==> src/rtl/conv_window_buffer.sv <==
// conv_window_buffer
//   KERNEL x KERNEL sliding-window generator for the convolution data mover.
//   A raster-order pixel stream is accepted with no backpressure. KERNEL-1
//   shift-line buffers, each IMG_W deep, hold the previous image lines. Once
//   the window lies fully inside the frame, one window is emitted per accepted
//   pixel, tagged with its top-left row/col. The last window of the frame
//   carries a one-cycle frame_done.
//
//   Ports
//     clk, rst       clock (rising edge), asynchronous active-high reset
//     clear          synchronous frame abort; wins over a pixel in the same cycle
//     in_valid       pixel on data_i is accepted when high
//     data_i         pixel, raster order
//     window_o       elem (i,j) at [(i*KERNEL+j)*DATA_WIDTH +: DATA_WIDTH]
//     window_valid   window_o / win_row / win_col valid this cycle
//     win_row        top-left row of the window
//     win_col        top-left col of the window
//     frame_done     one-cycle pulse with the last window of the frame
//     busy           frame in progress (state != IDLE)
//
//   Build option
//     OUT_REG_EN  adds an output register stage on window_o, window_valid,
//                 win_row, win_col and frame_done (latency 2 instead of 1).

// One image line as a shift register. Its output is the pixel that entered
// DEPTH acceptances ago, i.e. the same column of the previous line.
module conv_line_buffer #(
  parameter int DW    = 8,
  parameter int DEPTH = 14
) (
  input  logic          clk,
  input  logic          shift_en,
  input  logic [DW-1:0] din,
  output logic [DW-1:0] dout
);
  logic [DEPTH-1:0][DW-1:0] mem;

  // Contents are don't-care after reset: rows that are not yet refilled are
  // never windowed, so no reset is needed here.
  always_ff @(posedge clk)
    if (shift_en) mem <= {mem[DEPTH-2:0], din};

  assign dout = mem[DEPTH-1];
endmodule

module conv_window_buffer #(
  parameter int DATA_WIDTH = 8,
  parameter int KERNEL     = 3,
  parameter int IMG_W      = 14,
  parameter int IMG_H      = 14
) (
  input  logic                                clk,
  input  logic                                rst,
  input  logic                                clear,
  input  logic                                in_valid,
  input  logic [DATA_WIDTH-1:0]               data_i,
  output logic [KERNEL*KERNEL*DATA_WIDTH-1:0] window_o,
  output logic                                window_valid,
  output logic [$clog2(IMG_H)-1:0]            win_row,
  output logic [$clog2(IMG_W)-1:0]            win_col,
  output logic                                frame_done,
  output logic                                busy
);
  localparam int RW = $clog2(IMG_H);
  localparam int CW = $clog2(IMG_W);
  localparam int NL = KERNEL - 1;

  localparam logic [RW-1:0] ROW_LAST = RW'(IMG_H - 1);
  localparam logic [CW-1:0] COL_LAST = CW'(IMG_W - 1);
  localparam logic [RW-1:0] KM1_R    = RW'(KERNEL - 1);
  localparam logic [CW-1:0] KM1_C    = CW'(KERNEL - 1);

  typedef enum logic [1:0] {IDLE, FILL, RUN} state_t;

  state_t        state;
  logic [RW-1:0] row_cnt, row_nxt, row_tag;
  logic [CW-1:0] col_cnt, col_nxt, col_tag;
  logic          col_last, row_last, frame_end, win_hit;
  logic          vld_q, done_q;
  logic          accept;

  // Packed [i][j] layout lands elem (i,j) at (i*KERNEL+j)*DATA_WIDTH.
  logic [KERNEL-1:0][KERNEL-1:0][DATA_WIDTH-1:0] win_q, win_d;
  logic [NL-1:0][DATA_WIDTH-1:0]                 lb_out;

  // clear wins over a pixel presented in the same cycle.
  assign accept = in_valid & ~clear;

  // Line chain: line 0 takes the new pixel, line k takes line k-1's output,
  // so line k delivers the pixel k+1 rows above the incoming one.
  for (genvar k = 0; k < NL; k++) begin : g_line
    logic [DATA_WIDTH-1:0] din;
    if (k == 0) begin : g_head
      assign din = data_i;
    end else begin : g_tail
      assign din = lb_out[k-1];
    end
    conv_line_buffer #(.DW(DATA_WIDTH), .DEPTH(IMG_W)) u_line (
      .clk      (clk),
      .shift_en (accept),
      .din      (din),
      .dout     (lb_out[k])
    );
  end

  // Window shifts left one column; new right column is oldest line on top,
  // incoming pixel at the bottom.
  always_comb begin
    win_d = win_q;
    for (int i = 0; i < KERNEL; i++)
      for (int j = 0; j < KERNEL-1; j++)
        win_d[i][j] = win_q[i][j+1];
    for (int i = 0; i < KERNEL-1; i++)
      win_d[i][KERNEL-1] = lb_out[KERNEL-2-i];
    win_d[KERNEL-1][KERNEL-1] = data_i;
  end

  always_ff @(posedge clk or posedge rst)
    if (rst)         win_q <= '0;
    else if (accept) win_q <= win_d;

  always_comb begin
    col_last  = (col_cnt == COL_LAST);
    row_last  = (row_cnt == ROW_LAST);
    frame_end = col_last & row_last;
    col_nxt   = col_last ? '0 : col_cnt + 1'b1;
    row_nxt   = col_last ? (row_last ? '0 : row_cnt + 1'b1) : row_cnt;
    // Column condition keeps windows from straddling a line wrap.
    win_hit   = (row_cnt >= KM1_R) & (col_cnt >= KM1_C);
  end

  // Counters, FSM and window tags.
  always_ff @(posedge clk or posedge rst) begin
    if (rst) begin
      state   <= IDLE;
      busy    <= 1'b0;
      row_cnt <= '0;
      col_cnt <= '0;
      row_tag <= '0;
      col_tag <= '0;
      vld_q   <= 1'b0;
      done_q  <= 1'b0;
    end else if (clear) begin
      // Frame abort: window data and tags hold, line buffers untouched.
      state   <= IDLE;
      busy    <= 1'b0;
      row_cnt <= '0;
      col_cnt <= '0;
      vld_q   <= 1'b0;
      done_q  <= 1'b0;
    end else if (accept) begin
      col_cnt <= col_nxt;
      row_cnt <= row_nxt;
      vld_q   <= win_hit;
      done_q  <= frame_end;
      if (win_hit) begin
        row_tag <= row_cnt - KM1_R;
        col_tag <= col_cnt - KM1_C;
      end
      case (state)
        IDLE: begin
          state <= (row_nxt >= KM1_R) ? RUN : FILL;
          busy  <= 1'b1;
        end
        FILL: begin
          if (row_nxt >= KM1_R) state <= RUN;
          busy <= 1'b1;
        end
        RUN: begin
          if (frame_end) begin
            state <= IDLE;
            busy  <= 1'b0;
          end
        end
        default: begin
          state <= IDLE;
          busy  <= 1'b0;
        end
      endcase
    end else begin
      vld_q  <= 1'b0;
      done_q <= 1'b0;
    end
  end

`ifdef OUT_REG_EN
  // Extra output stage. The data registers follow win_q every cycle; since
  // win_q only moves on acceptance, the output still holds while idle.
  always_ff @(posedge clk or posedge rst) begin
    if (rst) begin
      window_o     <= '0;
      window_valid <= 1'b0;
      win_row      <= '0;
      win_col      <= '0;
      frame_done   <= 1'b0;
    end else begin
      window_o <= win_q;
      win_row  <= row_tag;
      win_col  <= col_tag;
      if (clear) begin
        window_valid <= 1'b0;
        frame_done   <= 1'b0;
      end else begin
        window_valid <= vld_q;
        frame_done   <= done_q;
      end
    end
  end
`else
  assign window_o     = win_q;
  assign window_valid = vld_q;
  assign win_row      = row_tag;
  assign win_col      = col_tag;
  assign frame_done   = done_q;
`endif

endmodule
==> config.mk <==
export PLATFORM = sky130hd
export DESIGN_NAME = conv_window_buffer
export DESIGN_NICKNAME = d
export VERILOG_FILES = /design/src/rtl/conv_window_buffer.sv
export SDC_FILE = /design/constraint.sdc
export NUM_CORES = 1
export LEC_CHECK = 0
export ABC_AREA = 1
export ABC_CLOCK_PERIOD_IN_PS = 3700
export BUFFER_PORTS_ARGS = -buffer_cell sky130_fd_sc_hd__buf_2
export CAP_MARGIN = 20
export CORE_ASPECT_RATIO = 1.4
export CORE_MARGIN = 3
export CORE_UTILIZATION = 45
export CTS_CLUSTER_DIAMETER = 100
export DETAILED_ROUTE_END_ITERATION = 10
export GPL_ROUTABILITY_DRIVEN = 0
export GPL_TIMING_DRIVEN = 1
export SLEW_MARGIN = 5
export SYNTH_ARGS = -nofsm -noshare
export SYNTH_HDL_FRONTEND = slang
export SYNTH_HIERARCHICAL = 1
export SYNTH_SLANG_ARGS = --single-unit
==> constraint.sdc <==
create_clock -name clk -period 3.7 [get_ports clk]
set_input_delay 0.37 -clock clk [delete_from_list [all_inputs] [get_ports clk]]
set_output_delay 0.37 -clock clk [all_outputs]
set_load 0.02 [all_outputs]
==> flow_metrics.env, run 1 <==
export IMPL_clockRootBuffer="clkbuf_16"
export IMPL_tightest_slew_ns=0.807
export IMPL_syn_area_per_cell_um2=16.4
export IMPL_syn_nets=662
export IMPL_total_power_mw=7.65
export IMPL_core_um2=22900
export IMPL_io_pins=95
export IMPL_min_period_ns=1.52
export IMPL_grt_setup_unrepaired="no"
export IMPL_crit_family="flip-flops"
export IMPL_startpoint_type="flip-flop"
export IMPL_relSlewSlack_pct=46.2
export IMPL_setup_tns_ns=0
export IMPL_cts_buffers=29
export IMPL_dr_wl_met3_um=876
export IMPL_clkSinkCount=317
export IMPL_synth_compound_area_share_pct=3.54
export IMPL_synth_distinct_cells=25
export IMPL_cap_viol_max_count=0
export IMPL_synth_area_top_cells="edfxtp_1 64%, dfrtp_1 22%, nand2_1 5.6%, o21ai_0 2.4%, inv_1 1.2%"
export IMPL_ys_seq_elements=317
export IMPL_postRouteAntennaNets=0
export IMPL_wl_per_cell_um=15.2
export IMPL_synth_top_family_by_area="simple AND/OR/NAND/NOR gates"
export IMPL_synth_yosys_seq_area_share_pct=85.6
export IMPL_track_usage_pct=12.7
export IMPL_cp_max_fo=3
export IMPL_cts_resized=0
export IMPL_dr_wl_met2_um=7580
export IMPL_clk_latency_ns=0.53
export IMPL_required_ns=3.33
export IMPL_die_area_um2=25400
export IMPL_critPathBufInv=1
export IMPL_synth_area_um2=10600
export IMPL_firstDrtPassIters=5
export IMPL_cp_slowest_cell="dfrtp_1"
export IMPL_max_stage_delay_ns=0.42
export IMPL_synthFlopType="edfxtp_1"
export IMPL_first_global_vias=5090
export IMPL_synth_edff_count=224
export IMPL_die_width_um=136
export IMPL_finalMaxSlewViolations=0
export IMPL_hold_viol_final=0
export IMPL_peakVddDrop_mv=0.375
export IMPL_synthAdderAreaFrac_pct=0.473
export IMPL_arrival_ns=1.15
export IMPL_highest_layer="met4"
export IMPL_synth_top_cell_area_share_pct=63.6
export IMPL_finalSetupViolCount=0
export IMPL_routed_via_density=4.87
export IMPL_clk_pin_slew_ns=0.06
export IMPL_fp_dieH_um=187
export IMPL_synth_mux_area_share_pct=0
export IMPL_drt_initial_drc_count=364
export IMPL_gr_total_overflow=0
export IMPL_synth_most_common_cell="edfxtp_1"
export IMPL_hold_path_class="input port to flip-flop"
export IMPL_leakagePower_nw=4.90
export IMPL_synth_top_cell_by_area="edfxtp_1"
export IMPL_synthSimpleGateAreaFrac_pct=6.73
export IMPL_skew_ns=0.00854
export IMPL_routed_wl_um=16300
export IMPL_antenna_found_initial=0
export IMPL_crit_chain="buf_2"
export IMPL_drt_met1_wl_um=7500
export IMPL_yosysWarningCount=6
export IMPL_drcViolationCount=0
export IMPL_area_delta_synth_final_pct=15.9
export IMPL_yosys_top_cells_count="224 x edfxtp_1, 159 x nand2_1, 93 x dfrtp_1"
export IMPL_port_buffer_count=94
export IMPL_clk_path_buf_depth=3
export IMPL_power_density_nw_per_um2=624
export IMPL_outcome="completed"
export IMPL_final_layout_size_suffix_gt1_share_pct=21.0
export IMPL_async_flop_share_pct=29.3
export IMPL_grt_max_degree=110
export IMPL_row_count=65
export IMPL_start_util_pct=46.3
export IMPL_endpoint_kind="output pin"
export IMPL_critPathKind="flip-flop to output pin"
export IMPL_synth_cells=646
export IMPL_vias=5210
export IMPL_cts_tree="done"
export IMPL_grt_pass1_wl_um=26600
export IMPL_diodes=0
export IMPL_nets=761
export IMPL_synthXorXnorAreaFrac_pct=0.331
export IMPL_fin_crit_sh_pct=41.1
export IMPL_h_tree_depth=1
export IMPL_dp_hpwl_um=9430
export IMPL_max_freq_mhz=658
-- stage by stage --
| step | worst slack [ns] | hold WS [ns] | std cells | util (%) | area [um2] |
|---|---|---|---|---|---|
| after global routing | 2.10 | 0.00323 | 1069 | 53.6 | 12300 |
| final | 2.18 | 0.0306 | 1069 | 53.6 | 12300 |
| after global placement | 1.75 | 0.402 | 1014 | 49.5 | 11300 |
| after CTS | 2.14 | 0.00305 | 1069 | 53.6 | 12300 |
| after detailed placement | 1.68 | 0.405 | 1014 | 49.5 | 11300 |
| after floorplan | 0.910 | 0.400 | 646 | - | 10600 |
-- cells by family after synthesis --
| kind of cell | Yosys count |
|---|---|
| buffers and inverters | 73 |
| XOR/XNOR | 4 |
| adder cells (fa/ha/maj) | 4 |
| AND/OR/NAND/NOR | 181 |
| flip-flops | 317 |
| AO/OA/AOI/OAI | 67 |
-- flip-flops by register name, indices dropped and copies added, names as in the netlist, 2 cells and up --
register	flops
col_cnt	4
win_row	4
win_col	4
window_o	72
state	2
g_line.u_line/dout	16
row_cnt	4
g_line.u_line/mem	208
-- layout make-up --
cell class | instances | area (um2)
fillers | 1839 | 10600
clock inverters | 16 | 160
flip-flops and latches | 317 | 9050
well taps | 301 | 377
repair buffers | 101 | 563
inverters | 40 | 159
clock buffers | 38 | 769
multi-input cells | 256 | 1170
-- report_power, final --
group	switching [mW]	leakage [nW]	internal [mW]
Clock	1.21	0.445	1.67
Sequential	0.124	3.28	4.05
Combinational	0.415	1.17	0.172
-- cells in the final DEF, fill, tap and decap left out, types with 3 or more instances in the layout --
| cell | Yosys | layout |
|---|---|---|
| dfrtp_1 | 93 | 93 |
| buf_4 | 16 | 3 |
| nand3_1 | 5 | 5 |
| clkbuf_16 | 0 | 29 |
| inv_2 | 6 | 5 |
| edfxtp_1 | 224 | 224 |
| nor2_1 | 9 | 9 |
| o22ai_1 | 5 | 5 |
| nand2_1 | 159 | 159 |
| o21ai_0 | 50 | 50 |
| nand2_2 | 3 | 3 |
| buf_12 | 0 | 3 |
| clkbuf_1 | 14 | 8 |
| clkinvlp_4 | 0 | 3 |
| ha_1 | 4 | 4 |
| buf_2 | 1 | 94 |
| clkinv_2 | 0 | 5 |
| inv_1 | 34 | 33 |
| o21ai_2 | 8 | 8 |
| bufinv_16 | 0 | 3 |
| clkinv_1 | 0 | 5 |
-- worst paths after layout --
path / startpoint / endpoint / slack [ns] / cells after the start
min: data_i[0] / g_line[0].u_line/mem[0] / 0.03 / 1
min reg2reg: g_line[1].u_line/mem[68] / g_line[1].u_line/mem[76] / 0.41 / 0
max: window_o[61] / window_o[61] / 2.18 / 1
max reg2reg: row_cnt[1] / state[1] / 2.21 / 10
max in group asynchronous: rst / window_o[12] / 2.59 / 4
min in group asynchronous: rst / window_o[64] / 0.49 / 4
-- routing by layer --
metal,global-route usage (%),up-vias
li1,-,2425
met1,18.7,2612
met2,19.8,141
met3,2.37,32
met4,3.49,0
met5,0,-
-- what timing repair did --
item                                    CTS  global route
setup buffers                             0             0
hold buffers                              1             0
endpoints found under the setup margin    0             0
hold endpoints to repair                 34             0
No activity file was read; power rests on OpenSTA's default activity.
==> run 2: changes to the inputs <==
- ABC_CLOCK_PERIOD_IN_PS: 3700 -> 1300
- PLACE_DENSITY: unset -> 0.66
- clock period: 3.7 -> 1.3 ns (I/O delays scaled with it)
==> run 2 against run 1 <==
The run now ends with setup timing left. Die area unchanged. Cell count up 3.1%. Setup slack worse by 2.3 ns. Register-to-register slack worse by 2.3 ns. Combinational power rose to 3.1 times the previous value. First-iteration DRC count down 16%. Largest cell class unchanged. Largest power group unchanged.
==> flow_metrics.env, run 2 (synthesis results as in run 1) <==
export IMPL_fp_dieH_um=187
export IMPL_min_period_ns=1.39
export IMPL_cp_max_fo=5
export IMPL_final_layout_size_suffix_gt1_share_pct=27.6
export IMPL_wl_per_cell_um=15.4
export IMPL_clk_latency_ns=0.52
export IMPL_startpoint_type="flip-flop"
export IMPL_clockRootBuffer="clkbuf_16"
export IMPL_top_register="g_line.u_line/mem"
export IMPL_cts_tree="done"
export IMPL_io_pins=95
export IMPL_row_count=65
export IMPL_outcome="finished with violations"
export IMPL_tightest_slew_ns=0.332
export IMPL_antenna_found_initial=0
export IMPL_arrival_ns=1.81
export IMPL_firstDrtPassIters=4
export IMPL_crit_top_cell="nand2_1"
export IMPL_cts_buffers=28
export IMPL_grt_setup_unrepaired="yes"
export IMPL_routed_via_density=4.84
export IMPL_max_stage_delay_ns=0.45
export IMPL_grt_pass1_wl_um=27200
export IMPL_hold_path_class="input port to flip-flop"
export IMPL_dp_worst_setup_slack_ns=-0.0568
export IMPL_diodes=0
export IMPL_largest_register_ffs=208
export IMPL_die_area_um2=25400
export IMPL_drt_initial_drc_count=304
export IMPL_crit_chain="nand2_1, inv_1, nand2_1, nand2_1, nor2_2, nor2_2, nand3_1, nand2_1, nand2_1"
export IMPL_layout_commonest_cell="edfxtp_1"
export IMPL_track_usage_pct=13.1
export IMPL_fill_cells=1730
export IMPL_area_delta_synth_final_pct=21.8
export IMPL_critPathKind="flip-flop to flip-flop"
export IMPL_die_width_um=136
export IMPL_dp_hpwl_um=10300
export IMPL_port_buffer_count=94
export IMPL_vias=5331
export IMPL_rrSetupSlack_ns=-0.09
export IMPL_leakagePower_nw=5.16
export IMPL_violations="setup timing"
export IMPL_clkSinkCount=317
export IMPL_hold_viol_final=0
export IMPL_first_global_vias=5258
export IMPL_grt_max_degree=43
export IMPL_relSlewSlack_pct=77.8
export IMPL_cp_slowest_cell="dfrtp_1"
export IMPL_max_freq_mhz=717
export IMPL_clk_pin_slew_ns=0.06
export IMPL_routed_wl_um=17000
export IMPL_h_tree_depth=1
export IMPL_start_util_pct=46.3
export IMPL_required_ns=1.71
export IMPL_cp_endpoint="state[1]"
export IMPL_startpoint="row_cnt[3]"
export IMPL_postRouteAntennaNets=0
export IMPL_final_cell_mix="224 x edfxtp_1, 144 x nand2_1, 94 x buf_2"
export IMPL_fin_ws_ns=-0.0938
export IMPL_power_density_nw_per_um2=1730
export IMPL_rr_worst_depth=9
export IMPL_skew_ns=0.00978
export IMPL_worstReg2RegEnd="state[1]"
export IMPL_core_um2=22900
export IMPL_peakVddDrop_mv=1.22
export IMPL_finalMaxSlewViolations=0
export IMPL_gr_total_overflow=0
export IMPL_final_util_pct=56.4
export IMPL_r2r_start="row_cnt[3]"
export IMPL_fin_crit_sh_pct=107
export IMPL_finalSetupViolCount=2
export IMPL_clk_path_buf_depth=3
export IMPL_drcViolationCount=0
export IMPL_cap_viol_max_count=0
export IMPL_nets=795
export IMPL_endpoint_kind="flip-flop"
==> run 2: how the worst min path moves through the flow <==
| stage | startpoint | endpoint | slack, ns | depth (start not counted) |
|---|---|---|---|---|
| after global placement | rst | window_o[64] | 0.11 | 2 |
| after floorplan | data_i[0] | g_line[0].u_line/mem[0] | 0.23 | 0 |
| final | clear | window_valid | 0.08 | 4 |
| after global routing | clear | window_valid | 0.08 | 4 |
| after detailed placement | rst | window_o[63] | 0.12 | 2 |
| after CTS | clear | window_valid | 0.05 | 4 |
==> run 2: routing by layer <==
| layer | vias up | track usage (%) | wire, um | part of all wire [%] |
|---|---|---|---|---|
| met3 | 31 | 2.48 | 826 | 4.9 |
| met4 | 0 | 4.00 | 368 | 2.2 |
| met1 | 2653 | 18.6 | 7600 | 45 |
| met5 | - | 0 | 0 | 0 |
| li1 | 2498 | - | - | - |
| met2 | 149 | 20.8 | 8180 | 48 |
==> run 2: final cells by class <==
cell class	instances	area [um2]	share of cell area, %
multi-input combinational	256	1310	10.2
inverter	40	196	1.53
clock inverter	16	174	1.35
timing repair buffer	135	945	7.33
clock buffer	36	802	6.23
timing repair inverter	1	17.5	0.136
sequential	317	9060	70.3
tap	301	377	2.92
==> run 2: report_power, final <==
part           internal, mW  total (mW)  leakage, nW  switching (mW)
combinational         0.609        1.83         1.40            1.22
sequential             11.5        11.9         3.27           0.369
clock                  5.12        8.55        0.484            3.43
total                  17.3        22.3         5.16            5.02
==> run 2: what timing repair did <==
| action | CTS | global route |
|---|---|---|
| setup buffers | 2 | 5 |
| cloned | 0 | 1 |
| hold buffers | 10 | 0 |
| hold endpoints to repair | 110 | 0 |
| pin swaps | 1 | 7 |
| gates resized for setup | 4 | 40 |
| setup endpoints to repair | 10 | 15 |
==> run 2: worst max-delay path, delay by kind of cell, from the launching register on <==
family / cells / cell delay (ns)
simple gates: 8 / 0.73
buf+inv: 1 / 0.10
flops: 1 / 0.45
==> run 2: through the flow <==
step	power [mW]	instances	TNS (ns)	cell area (um2)	hold WS, ns
after floorplan	13.1	646	-4.28	10600	0.229
after global placement	13.8	1032	0	11600	0.107
after detailed placement	13.9	1032	-0.165	11600	0.117
after CTS	22.5	1096	-0.0197	12700	0.0542
after global routing	23.2	1102	-0.792	12900	0.0787
final	22.3	1102	-0.119	12900	0.0755
==> run 3: changes to the inputs <==
- ABC_CLOCK_PERIOD_IN_PS: 1300 -> unset
- PLACE_DENSITY: 0.66 -> 0.62
==> run 3 against run 2 <==
The flow now finishes without violations. Maximum frequency up 8.1%. Setup slack improved by 0.10 ns. Worst hold slack better by 0.017 ns. Cell count grew 0.36%. Combinational power hardly changed. Global-route usage rose by 0.27 points. Routed wire length about the same. Clock skew shrank 0.0014 ns. Sequential cell count stayed put. Register-to-register slack improved by 0.10 ns. Die area is the same. Critical path depth is 4 lower. Highest routed layer unchanged.
==> flow_metrics.env, run 3 (synthesis results as in run 1) <==
export IMPL_outcome="completed"
export IMPL_worstReg2RegEnd="win_row[3]"
export IMPL_cp_max_fo=5
export IMPL_max_freq_mhz=775
export IMPL_diodes=0
export IMPL_critPathBufInv=2
export IMPL_p_seq_share_pct=55.3
export IMPL_grt_setup_unrepaired="yes"
export IMPL_swShare_pct=23.0
export IMPL_clk_path_buf_depth=3
export IMPL_first_global_vias=5371
export IMPL_routed_wl_um=17000
export IMPL_required_ns=1.71
export IMPL_clkSinkCount=317
export IMPL_die_area_um2=25400
export IMPL_hold_path_class="input port to flip-flop"
export IMPL_largest_register_ffs=208
export IMPL_vias=5366
export IMPL_hold_viol_final=0
export IMPL_clockRootBuffer="clkbuf_16"
export IMPL_drcViolationCount=0
export IMPL_port_buffer_count=94
export IMPL_peakVddDrop_mv=1.17
export IMPL_postRouteAntennaNets=0
export IMPL_grt_pass1_wl_um=27900
export IMPL_arrival_ns=1.70
export IMPL_skew_ns=0.00839
export IMPL_tightest_slew_ns=0.352
export IMPL_fin_cells=1106
export IMPL_power_density_nw_per_um2=1680
export IMPL_clk_pin_slew_ns=0.06
export IMPL_dp_cells=1036
export IMPL_r2r_start="row_cnt[1]"
export IMPL_startpoint_type="flip-flop"
export IMPL_io_pins=95
export IMPL_fp_dieH_um=187
export IMPL_design_area_um2=12800
export IMPL_wl_per_cell_um=15.3
export IMPL_layout_commonest_cell="edfxtp_1"
export IMPL_dpl_cell_area_um2=11600
export IMPL_core_um2=22900
export IMPL_start_util_pct=46.3
export IMPL_cap_viol_max_count=0
export IMPL_switchingPower_mw=4.95
export IMPL_rr_worst_depth=5
export IMPL_cts_tree="done"
export IMPL_cp_slowest_cell="dfrtp_2"
export IMPL_crit_chain="buf_4, inv_4, ha_1, xnor2_1, o21ai_2"
export IMPL_top_register="g_line.u_line/mem"
export IMPL_endpoint_kind="flip-flop"
export IMPL_grt_max_degree=44
export IMPL_rrSetupSlack_ns=0.01
export IMPL_fin_ws_ns=0.0104
export IMPL_clk_latency_ns=0.52
export IMPL_finalMaxSlewViolations=0
export IMPL_row_count=65
export IMPL_cts_buffers=29
export IMPL_finalSetupViolCount=0
export IMPL_final_layout_size_suffix_gt1_share_pct=27.2
export IMPL_leakagePower_nw=5.12
export IMPL_fin_crit_sh_pct=99.2
export IMPL_final_cell_mix="224 x edfxtp_1, 146 x nand2_1, 94 x buf_2"
export IMPL_dp_worst_setup_slack_ns=-0.100
export IMPL_relSlewSlack_pct=76.5
export IMPL_h_tree_depth=1
export IMPL_routed_via_density=4.85
export IMPL_whs_path_depth=4
export IMPL_gr_total_overflow=0
export IMPL_crit_family="flip-flops"
export IMPL_min_to="frame_done"
export IMPL_area_delta_synth_final_pct=21.0
export IMPL_min_period_ns=1.29
export IMPL_track_usage_pct=13.4
export IMPL_firstDrtPassIters=4
export IMPL_final_util_pct=56.0
export IMPL_antenna_found_initial=0
export IMPL_nets=798
export IMPL_p_int_mw=16.5
export IMPL_p_comb_share_pct=8.6
export IMPL_worstHoldStart="clear"
export IMPL_critPathKind="flip-flop to flip-flop"
export IMPL_clockPowerShare_pct=36.0
export IMPL_drt_initial_drc_count=329
export IMPL_dp_hpwl_um=10700
export IMPL_die_width_um=136
export IMPL_max_stage_delay_ns=0.44
## run 3: cell types whose count changed in the layout (fill, tap and decap cells not counted), sizes merged
cell,delta
bufinv,-4
inv,+1
clkbuf,+6
clkinv,-1
buf,+2
## run 3: power groups by stage
stage | logic (mW) | clock network, mW | registers, mW
after floorplan | 0.604 | 0 | 12.5
after global placement | 1.78 | 0 | 12.0
after detailed placement | 1.83 | 0 | 12.1
after CTS | 1.86 | 8.02 | 11.9
after global routing | 2.03 | 8.51 | 12.0
final | 1.85 | 7.74 | 11.9
## run 3: what timing repair did
action	4_1_cts	5_1_grt
pin swaps	4	8
gates cloned	0	1
endpoints found under the setup margin	12	16
buffers inserted	2	3
hold endpoints to repair	113	0
hold buffers	10	0
gates resized for setup	8	36
## run 3: worst max-delay path by stage
| stage | startpoint | endpoint | slack, ns | cells after the start |
|---|---|---|---|---|
| 6_report | row_cnt[1] | win_row[3] | 0.01 | 5 |
| 2_1_floorplan | clear | g_line[0].u_line/dout[0] | -0.02 | 4 |
| 3_3_place_gp | col_cnt[2] | win_row[1] | 0.009 | 5 |
| 3_5_place_dp | col_cnt[2] | win_row[0] | -0.10 | 5 |
| 5_1_grt | row_cnt[1] | state[1] | -0.07 | 8 |
| 4_1_cts | col_cnt[2] | win_row[0] | 0.006 | 5 |
## run 3: tightest hold or removal path: cells and delay by family
| kind | cells | cell delay [ns] |
|---|---|---|
| simple gates | 2 | 0.18 |
| buf+inv | 2 | 0.26 |
## run 3: cell type report
cell class              instances  area (um2)
clock buffers                  42         825
clock inverters                12        60.1
fillers                      1789       10100
inverters                      40         199
multi-input cells             256        1300
flip-flops and latches        317        9060
well taps                     301         377
repair buffers                137         960
repair inverters                1        17.5
## run 3: stage by stage
step	power [mW]	hold slack [ns]	setup TNS (ns)
3_5_place_dp	13.9	0.143	-0.606
3_3_place_gp	13.8	0.129	0
5_1_grt	22.5	0.0806	-0.496
6_report	21.5	0.0927	0
4_1_cts	21.8	0.0688	0
2_1_floorplan	13.1	0.229	-4.28
## run 3: metal layers
| metal | wire length, um | global-route usage, % | vias up |
|---|---|---|---|
| li1 | - | - | 2495 |
| met1 | 7520 | 19.3 | 2698 |
| met2 | 8270 | 21.3 | 138 |
| met3 | 781 | 2.29 | 35 |
| met4 | 389 | 3.45 | 0 |
| met5 | 0 | 0 | - |
